<file path="src/rtl/wb_decoder2_if.sv">
// Wishbone B3 bus bundle for one point-to-point link (master side drives the request).
// Field map: adr/dat_wr/sel/we/cti/bte/lock/cyc/stb = *_ADR/DAT/SEL/WE/CTI/BTE/LOCK/CYC/STB, dat_rd/ack/err/rty = responses.
interface wb_decoder2_if;
   logic [31:0] adr;
   logic [31:0] dat_wr;
   logic [3:0]  sel;
   logic        we;
   logic [2:0]  cti;
   logic [1:0]  bte;
   logic        lock;
   logic        cyc;
   logic        stb;
   logic [31:0] dat_rd;
   logic        ack;
   logic        err;
   logic        rty;

   modport master (
      output adr, dat_wr, sel, we, cti, bte, lock, cyc, stb,
      input  dat_rd, ack, err, rty
   );

   modport slave (
      input  adr, dat_wr, sel, we, cti, bte, lock, cyc, stb,
      output dat_rd, ack, err, rty
   );
endinterface

</file>
<file path="src/rtl/wb_decoder2.sv">
// One-master to two-slave Wishbone decoder; latches the slave choice per cycle and
// terminates unmapped or unresponsive accesses with ERR.
module wb_decoder2 #(
   parameter logic [31:0] S0_BASE = 32'h8000_0000,
   parameter logic [31:0] S0_MASK = 32'hFFFF_F000,
   parameter logic [31:0] S1_BASE = 32'h8000_1000,
   parameter logic [31:0] S1_MASK = 32'hFFFF_F000,
   parameter int unsigned TIMEOUT = 255
) (
   input  logic          clk,
   input  logic          reset,
   wb_decoder2_if.slave  wbm,
   wb_decoder2_if.master wbs0,
   wb_decoder2_if.master wbs1,
   output logic [2:0]    state_dbg
);

   // Handshake: a request is live while cyc & stb and must be held until the cycle
   // in which ack, err or rty is high; that cycle completes the beat.
   typedef enum logic [2:0] {
      IDLE = 3'd0,
      SLV0 = 3'd1,
      SLV1 = 3'd2,
      DERR = 3'd3,
      TOUT = 3'd4
   } state_t;

   localparam logic [15:0] TO_LAST = (TIMEOUT == 0) ? 16'd0 : 16'(TIMEOUT - 1);

   state_t      state, state_nxt;
   logic [15:0] cnt, cnt_nxt;
   logic        hit0, hit1;
   logic        term, cti_end, wd_expire;

   assign hit0      = (wbm.adr & S0_MASK) == S0_BASE;
   assign hit1      = (wbm.adr & S1_MASK) == S1_BASE;
   assign cti_end   = (wbm.cti == 3'b000) || (wbm.cti == 3'b111);
   assign term      = (state == SLV0) ? (wbs0.ack | wbs0.err | wbs0.rty) :
                      (state == SLV1) ? (wbs1.ack | wbs1.err | wbs1.rty) : 1'b0;
   assign wd_expire = (TIMEOUT != 0) && wbm.stb && !term && (cnt == TO_LAST);
   assign state_dbg = state;

   always_ff @(posedge clk or posedge reset) begin
      if (reset) begin
         state <= IDLE;
         cnt   <= '0;
      end else begin
         state <= state_nxt;
         cnt   <= cnt_nxt;
      end
   end

   always_comb begin
      state_nxt = state;
      cnt_nxt   = '0;
      case (state)
         IDLE: begin
            if (wbm.cyc && wbm.stb) begin
               if (hit0)      state_nxt = SLV0;
               else if (hit1) state_nxt = SLV1;
               else           state_nxt = DERR;
            end
         end
         SLV0, SLV1: begin
            // Bursts and locked sequences keep the selection until a final, unlocked beat.
            if (!wbm.cyc)                        state_nxt = IDLE;
            else if (term && cti_end && !wbm.lock) state_nxt = IDLE;
            else if (wd_expire)                  state_nxt = TOUT;
            else if (wbm.stb && !term)           cnt_nxt   = cnt + 16'd1;
         end
         DERR, TOUT: state_nxt = IDLE;
         default:    state_nxt = IDLE;
      endcase
   end

   always_comb begin
      wbs0.adr    = '0;
      wbs0.dat_wr = '0;
      wbs0.sel    = '0;
      wbs0.we     = 1'b0;
      wbs0.cti    = '0;
      wbs0.bte    = '0;
      wbs0.lock   = 1'b0;
      wbs0.cyc    = 1'b0;
      wbs0.stb    = 1'b0;
      wbs1.adr    = '0;
      wbs1.dat_wr = '0;
      wbs1.sel    = '0;
      wbs1.we     = 1'b0;
      wbs1.cti    = '0;
      wbs1.bte    = '0;
      wbs1.lock   = 1'b0;
      wbs1.cyc    = 1'b0;
      wbs1.stb    = 1'b0;
      wbm.dat_rd  = '0;
      wbm.ack     = 1'b0;
      wbm.err     = 1'b0;
      wbm.rty     = 1'b0;
      case (state)
         SLV0: begin
            wbs0.adr    = wbm.adr;
            wbs0.dat_wr = wbm.dat_wr;
            wbs0.sel    = wbm.sel;
            wbs0.we     = wbm.we;
            wbs0.cti    = wbm.cti;
            wbs0.bte    = wbm.bte;
            wbs0.lock   = wbm.lock;
            wbs0.cyc    = wbm.cyc;
            wbs0.stb    = wbm.stb;
            wbm.dat_rd  = wbs0.dat_rd;
            wbm.ack     = wbs0.ack;
            wbm.err     = wbs0.err;
            wbm.rty     = wbs0.rty;
         end
         SLV1: begin
            wbs1.adr    = wbm.adr;
            wbs1.dat_wr = wbm.dat_wr;
            wbs1.sel    = wbm.sel;
            wbs1.we     = wbm.we;
            wbs1.cti    = wbm.cti;
            wbs1.bte    = wbm.bte;
            wbs1.lock   = wbm.lock;
            wbs1.cyc    = wbm.cyc;
            wbs1.stb    = wbm.stb;
            wbm.dat_rd  = wbs1.dat_rd;
            wbm.ack     = wbs1.ack;
            wbm.err     = wbs1.err;
            wbm.rty     = wbs1.rty;
         end
         DERR:    wbm.err = wbm.stb;
         TOUT:    wbm.err = 1'b1;
         default: ;
      endcase
   end

endmodule
</file>
<file path="src/flat_wrapper.sv">
// flat-port wrapper written by rule: the top's interface ports become plain ports
module wb_decoder2_flat 
#(
   parameter logic [31:0] S0_BASE = 32'h8000_0000,
   parameter logic [31:0] S0_MASK = 32'hFFFF_F000,
   parameter logic [31:0] S1_BASE = 32'h8000_1000,
   parameter logic [31:0] S1_MASK = 32'hFFFF_F000,
   parameter int unsigned TIMEOUT = 255
)
  (clk, reset, state_dbg, wbm_adr, wbm_dat_wr, wbm_sel, wbm_we, wbm_cti, wbm_bte, wbm_lock, wbm_cyc, wbm_stb, wbm_dat_rd, wbm_ack, wbm_err, wbm_rty, wbs0_adr, wbs0_dat_wr, wbs0_sel, wbs0_we, wbs0_cti, wbs0_bte, wbs0_lock, wbs0_cyc, wbs0_stb, wbs0_dat_rd, wbs0_ack, wbs0_err, wbs0_rty, wbs1_adr, wbs1_dat_wr, wbs1_sel, wbs1_we, wbs1_cti, wbs1_bte, wbs1_lock, wbs1_cyc, wbs1_stb, wbs1_dat_rd, wbs1_ack, wbs1_err, wbs1_rty);
  wb_decoder2_if wbm_i ();
  wb_decoder2_if wbs0_i ();
  wb_decoder2_if wbs1_i ();
  input  logic clk;
  input  logic reset;
  output logic [2:0] state_dbg;
  input wire logic [$bits(wbm_i.adr)-1:0] wbm_adr;
  input wire logic [$bits(wbm_i.dat_wr)-1:0] wbm_dat_wr;
  input wire logic [$bits(wbm_i.sel)-1:0] wbm_sel;
  input wire logic [$bits(wbm_i.we)-1:0] wbm_we;
  input wire logic [$bits(wbm_i.cti)-1:0] wbm_cti;
  input wire logic [$bits(wbm_i.bte)-1:0] wbm_bte;
  input wire logic [$bits(wbm_i.lock)-1:0] wbm_lock;
  input wire logic [$bits(wbm_i.cyc)-1:0] wbm_cyc;
  input wire logic [$bits(wbm_i.stb)-1:0] wbm_stb;
  output wire logic [$bits(wbm_i.dat_rd)-1:0] wbm_dat_rd;
  output wire logic [$bits(wbm_i.ack)-1:0] wbm_ack;
  output wire logic [$bits(wbm_i.err)-1:0] wbm_err;
  output wire logic [$bits(wbm_i.rty)-1:0] wbm_rty;
  output wire logic [$bits(wbs0_i.adr)-1:0] wbs0_adr;
  output wire logic [$bits(wbs0_i.dat_wr)-1:0] wbs0_dat_wr;
  output wire logic [$bits(wbs0_i.sel)-1:0] wbs0_sel;
  output wire logic [$bits(wbs0_i.we)-1:0] wbs0_we;
  output wire logic [$bits(wbs0_i.cti)-1:0] wbs0_cti;
  output wire logic [$bits(wbs0_i.bte)-1:0] wbs0_bte;
  output wire logic [$bits(wbs0_i.lock)-1:0] wbs0_lock;
  output wire logic [$bits(wbs0_i.cyc)-1:0] wbs0_cyc;
  output wire logic [$bits(wbs0_i.stb)-1:0] wbs0_stb;
  input wire logic [$bits(wbs0_i.dat_rd)-1:0] wbs0_dat_rd;
  input wire logic [$bits(wbs0_i.ack)-1:0] wbs0_ack;
  input wire logic [$bits(wbs0_i.err)-1:0] wbs0_err;
  input wire logic [$bits(wbs0_i.rty)-1:0] wbs0_rty;
  output wire logic [$bits(wbs1_i.adr)-1:0] wbs1_adr;
  output wire logic [$bits(wbs1_i.dat_wr)-1:0] wbs1_dat_wr;
  output wire logic [$bits(wbs1_i.sel)-1:0] wbs1_sel;
  output wire logic [$bits(wbs1_i.we)-1:0] wbs1_we;
  output wire logic [$bits(wbs1_i.cti)-1:0] wbs1_cti;
  output wire logic [$bits(wbs1_i.bte)-1:0] wbs1_bte;
  output wire logic [$bits(wbs1_i.lock)-1:0] wbs1_lock;
  output wire logic [$bits(wbs1_i.cyc)-1:0] wbs1_cyc;
  output wire logic [$bits(wbs1_i.stb)-1:0] wbs1_stb;
  input wire logic [$bits(wbs1_i.dat_rd)-1:0] wbs1_dat_rd;
  input wire logic [$bits(wbs1_i.ack)-1:0] wbs1_ack;
  input wire logic [$bits(wbs1_i.err)-1:0] wbs1_err;
  input wire logic [$bits(wbs1_i.rty)-1:0] wbs1_rty;
  assign wbm_i.adr = wbm_adr;
  assign wbm_i.dat_wr = wbm_dat_wr;
  assign wbm_i.sel = wbm_sel;
  assign wbm_i.we = wbm_we;
  assign wbm_i.cti = wbm_cti;
  assign wbm_i.bte = wbm_bte;
  assign wbm_i.lock = wbm_lock;
  assign wbm_i.cyc = wbm_cyc;
  assign wbm_i.stb = wbm_stb;
  assign wbm_dat_rd = wbm_i.dat_rd;
  assign wbm_ack = wbm_i.ack;
  assign wbm_err = wbm_i.err;
  assign wbm_rty = wbm_i.rty;
  assign wbs0_adr = wbs0_i.adr;
  assign wbs0_dat_wr = wbs0_i.dat_wr;
  assign wbs0_sel = wbs0_i.sel;
  assign wbs0_we = wbs0_i.we;
  assign wbs0_cti = wbs0_i.cti;
  assign wbs0_bte = wbs0_i.bte;
  assign wbs0_lock = wbs0_i.lock;
  assign wbs0_cyc = wbs0_i.cyc;
  assign wbs0_stb = wbs0_i.stb;
  assign wbs0_i.dat_rd = wbs0_dat_rd;
  assign wbs0_i.ack = wbs0_ack;
  assign wbs0_i.err = wbs0_err;
  assign wbs0_i.rty = wbs0_rty;
  assign wbs1_adr = wbs1_i.adr;
  assign wbs1_dat_wr = wbs1_i.dat_wr;
  assign wbs1_sel = wbs1_i.sel;
  assign wbs1_we = wbs1_i.we;
  assign wbs1_cti = wbs1_i.cti;
  assign wbs1_bte = wbs1_i.bte;
  assign wbs1_lock = wbs1_i.lock;
  assign wbs1_cyc = wbs1_i.cyc;
  assign wbs1_stb = wbs1_i.stb;
  assign wbs1_i.dat_rd = wbs1_dat_rd;
  assign wbs1_i.ack = wbs1_ack;
  assign wbs1_i.err = wbs1_err;
  assign wbs1_i.rty = wbs1_rty;
  wb_decoder2 #(.S0_BASE(S0_BASE), .S0_MASK(S0_MASK), .S1_BASE(S1_BASE), .S1_MASK(S1_MASK), .TIMEOUT(TIMEOUT)) u_core (.clk(clk), .reset(reset), .wbm(wbm_i), .wbs0(wbs0_i), .wbs1(wbs1_i), .state_dbg(state_dbg));
endmodule
</file>
<file path="config.mk">
export PLATFORM = sky130hd
export DESIGN_NAME = wb_decoder2_flat
export DESIGN_NICKNAME = d
export VERILOG_FILES = /design/src/rtl/wb_decoder2_if.sv /design/src/rtl/wb_decoder2.sv /design/src/flat_wrapper.sv
export SDC_FILE = /design/constraint.sdc
export NUM_CORES = 1
export LEC_CHECK = 0
export ABC_AREA = 1
export CORE_AREA = 5 5 131 133
export DETAILED_ROUTE_END_ITERATION = 8
export DIE_AREA = 0 0 136 138
export PLACE_DENSITY_LB_ADDON = 0.25
export SLEW_MARGIN = 0
export SYNTH_ARGS = -nofsm -noshare
export SYNTH_HDL_FRONTEND = slang
export SYNTH_SLANG_ARGS = --single-unit
</file>
<file path="constraint.sdc">
create_clock -name clk -period 1.6 [get_ports clk]
set_input_delay 0.32 -clock clk [delete_from_list [all_inputs] [get_ports clk]]
set_output_delay 0.32 -clock clk [all_outputs]
set_load 0.02 [all_outputs]
</file>
After elaboration in Yosys (flattened, before gate mapping):

Index checks and enable logic that the tools add are counted.

* register bits: 19
* word-level logic and storage cells: 65
* input port bits: 149

* muxes and demuxes: 36
* reduce and logical (&&, ||, !) cells: 12
* add/sub/neg operators: 1
* bitwise logic cells: 4
* eq/ne operators: 10

Operators by type and width (number)
* two-way mux 32 bit: 4
* two-way mux 16 bit: 5
* case mux 32 bit (2 select lines): 1
* == test 20 bit (second input constant): 2
* two-way mux 3 bit: 7
* adder 16 x 1 -> 16 bit (second input constant): 1
* == test 16 x 8 -> 1 bit (second input constant): 1
* two-way mux 1 bit: 11
* two-way mux 4 bit: 2
* == test 3 x 2 -> 1 bit (second input constant): 2
* == test 3 bit (second input constant): 2
* logical NOT 3 bit: 2
* case mux 3 bit (2 select lines): 1
* logical AND 1 bit: 5
* two-way mux 2 bit: 2
* inequality test 4 x 2 -> 1 bit (second input constant): 1
* OR 1 bit: 4
* case mux 1 bit (2 select lines): 2
* case mux 1 bit (4 select lines): 1
* == test 3 x 1 -> 1 bit (second input constant): 1
* logical NOT 1 bit: 2
* inequality test 2 x 1 -> 1 bit (second input constant): 1
* AND reduction 2 bit: 1
* OR reduction 2 bit: 1
* logical OR 1 bit: 1

Logic depth before layout (Yosys ltp):

* word-level depth: 11
* gate-level depth with buffers: 11

Worst setup path after synthesis:

OpenSTA, ideal clock, no wires.

* path type: register to output
* start point: register u_core.state[0] (netlist: u_core.state_dbg[0])
* end point: output wbm_rty
* path buffers: 1
* arrival: 1601 ps
* required time: 1280 ps
* slack: -321 ps
* stages on the path, launching flop included: 6
* cells stage by stage: dfrtp_1 inv_2 nor2_4 inv_2 buf_1 o21ai_0

* word-level cells in the longest chain between the ends: 2
* elaborated cells between the ends (all ways): 3

Ends and longest elaborated chain
* from (decl): line wb_decoder2.sv:30 `state_t state, state_nxt;`
* from (signal assigned): line wb_decoder2.sv:48 `state <= state_nxt;`
* == test 3 x 2 -> 1 bit or == test 3 x 1 -> 1 bit (tied branches): line wb_decoder2.sv:99 `case (state)`
* case mux 1 bit (2 select lines) *: line wb_decoder2.sv:99
* to (decl): line flat_wrapper.sv:29 `output wire logic [$bits(wbm_i.rty)-1:0] wbm_rty;`

Mark *: on every way between the ends. The rest lies on a longest branch, timed or not.

Worst setup path in the final report:

* start point: register u_core.state[1] (netlist: u_core.state_dbg[1])
* end point: output wbs0_dat_wr[8]

* word-level cells in the longest chain between the ends: 2

Ends and longest elaborated chain
* == test 3 x 1 -> 1 bit: line wb_decoder2.sv:99
* two-way mux 32 bit: line wb_decoder2.sv:99
* to (decl): line flat_wrapper.sv:31 `output wire logic [$bits(wbs0_i.dat_wr)-1:0] wbs0_dat_wr;`

No other way between the ends.

==> metrics.txt <==
status=finished with violations; failing checks=setup timing; synth top area cells=nor2_1 (27%), dfrtp_1 (19%), inv_1 (15%); flops & latches, synth=19; DPL Wire Length=between 10000 and 15000 um; total gr overflow=0; power share of the clock group=3.2%; worst reg2reg startpoint=u_core.state_dbg[1]; DRT antenna net count=0; synthesized cell area=between 2000 and 2500 um^2; clock-pin transition on the worst setup and hold timing paths=around 60 ps; DRT Pass-1 Iters=4; Tcrit/Tclk final=134.1%; post-synth top area share=26.79%; Buf/Inv on CP=8; Layout Skew=4.456 ps; Peak VDD IR=approximately 790 uV; Synth Area per Inst=~5.5 um^2; initial drt markers=119; commonest non-fill, non-tap cell in the layout=buf_6; Slew HR=80.11%; total die area=18770 um^2; max incr delay on CP=roughly 420 ps; kind of critical path=flop to output port; overall power=16.12 mW; P_leak=around 4.4 nW; H-tree levels=1; most frequent cells in the layout=buf_6 (209), nor2_4 (159), clkdlybuf4s50_1 (148); ant diodes=0; Critical Path Sink=wbs0_dat_wr[8]; RSZ-0062 raised after global routing=true; Seq/Total Area, Yosys=19.07%; met1 wire length=about 7000 um; CP Launch Type=flop; Routed WL=~20000 um; highest-delay cell along the critical path=dfrtp_2; FMAX=between 400 and 500 MHz; GRT Util Overall=between 10% and 20%; Rows=between 40 and 50; cells along the critical path=inv_2, nand2_4, nor2_4, buf_12, buf_12, inv_16, buf_12, buf_16, buf_8, nor2_4, buf_6; Die Span X=approximately 140 um; fin nets=1063; Final Worst Setup Slack=-545.4 ps; die extent in y=138 um; max_cap viols=0; routed wl met3=around 1300 um; internal power=8.798 mW; CTS tree=built; Longest Clk Path Bufs=2; Worst Hold Class=primary input to asynchronous set/reset pin; Synth area leader=nor2_1; Yosys cell types=27; Worst Reg-to-Reg Cells=13; drt drc=0; largest net degree at the start of global routing=20; initial antenna violation count=0; Flop pwr share=roughly 3.6%; hold_buf cts=0; R2R Setup Slk=-490 ps; final std cells w/o fill=1127; share of cells above drive strength 1=between 50 and 60%; crit end category=output port; Worst R2R End=u_core.cnt[9]; Vias per Instance=4.109; Max Transition Viols Final=0; Port Buf Inserts=340; metal2 WL=around 11000 um; vias in the first global route=~4500; minimum clock period=~2100 ps; Net Switching=7.320 mW; Stages on worst setup path=11; vias post-DR=between 4000 and 5000; RePlAce Congestion=0.8329; Final Hold Vio Count=0; Net Sw Frac=45.41%; Post-Synthesis Net Count=between 600 and 700; Setup violations, final=208; Worst Setup SP=u_core.state_dbg[1]; arrival time worst endpoint=approximately 1800 ps; dpl cells=approximately 1000; Max Used Layer=met4; Comb pwr share=between 90% and 100%; Area Overhead vs Synth=289.4%; Ports=approximately 340; CP required=approximately 1300 ps; first-pass GRT wire length=27140 um; clk sinks=19; Worst Hold Slack=about 390 ps; TritonCTS Buffers=3; cell area power density=around 1700 nW/um^2; worst skew pair latency=approximately 250 ps; CP max FO=5; Post-Syn Instances=between 400 and 500; root buffer cell=clkbuf_16; most used cell, CP=buf_12; Tightest Pin Transition=~300 ps; routed len/inst=between 15 and 20 um; critical path's top delay family=buffers and inverters; Synth warnings=0; core area=approximately 16000 um^2; initial core utilization=15.87%
[state kept, by name (all words and copies together) (netlist names)]
| signal | cells |
|---|---|
| u_core.cnt | 16 |
| u_core.state_dbg | 3 |
[power by group through the flow]
stage          sequential (mW)  clock (mW)  combinational (mW)
2_1_floorplan            0.628           0                5.58
3_3_place_gp             0.578           0                10.3
3_5_place_dp             0.580           0                10.3
4_1_cts                  0.573       0.533                12.5
5_1_grt                  0.585       0.558                15.7
6_report                 0.579       0.518                15.0
[synthesized netlist by cell type]
cell type	n
buf_1	17
or2_2	2
clkbuf_1	4
xnor2_1	3
dfrtp_1	19
nor2_1	178
o22ai_1	1
a22o_1	32
inv_1	97
nand2_1	35
nand4_4	1
o211ai_1	1
o2111ai_1	1
a21oi_1	4
nand3_1	16
xor2_1	6
a21oi_4	1
nor3_1	7
nor2_4	2
nor2_2	10
nand4_1	8
ha_1	2
inv_2	4
o21ai_0	2
buf_6	1
nand3b_1	1
buf_2	1
[timing repair]
action / in CTS / in global routing
setup buffers: 36 / 35
endpoints found under the setup margin: 211 / 211
gates cloned: 8 / 7
resized for setup: 849 / 425
pin swaps: 4 / 26
[worst min-delay path, delay by kind of cell]
kind | cells | cell delay [ps]
buffers and inverters | 3 | 710
[stage by stage]
stage	setup slack [ps]	instance area [um^2]	TNS, ps	utilization, %
finish	-545.4	9709	-76320	61.79
global route	-602.3	9709	-90500	61.79
CTS	-658.3	8628	-90530	54.91
detailed placement	-585.2	7725	-91180	49.16
global placement	-590.8	7725	-88490	49.16
floorplan	-64.86	3620	-4362	-
[routing by layer]
layer	vias up	GRT usage, %
met5	-	0
met4	0	4.509
met3	28	3.955
met2	160	34.26
met1	2145	20.72
li1	2298	-
[worst min-delay path by stage]
stage / start / endpoint / depth (start not counted)
global route: reset / u_core.cnt[11] / 3
floorplan: reset / u_core.cnt[0] / 1
CTS: reset / u_core.cnt[5] / 3
finish: reset / u_core.cnt[5] / 3
detailed placement: u_core.cnt[0] / u_core.cnt[0] / 1
global placement: u_core.cnt[0] / u_core.cnt[0] / 1
[cell type report]
cell class | instances | area, um^2
fill | 1294 | 6003
timing repair buffer | 471 | 5456
multi-input combinational | 313 | 2965
sequential | 19 | 479.2
inverter | 101 | 410.4
tap | 216 | 270.3
clock buffer | 3 | 75.07
timing repair inverter | 3 | 47.55
clock inverter | 1 | 5.005
[logic make-up (layout without fill, tap and decap cells)]
| kind of cell | count (synthesis) | count (layout) | share of synthesized area (%) |
|---|---|---|---|
| compound gates | 42 | 42 | 14.00 |
| xor+xnor | 9 | 9 | 3.161 |
| flops | 19 | 19 | 19.07 |
| fa+ha+maj | 2 | 2 | 1.003 |
| buf+inv | 124 | 579 | 19.02 |
| simple gates | 260 | 260 | 43.75 |
Note: power is estimated with default switching activity, not from simulation.
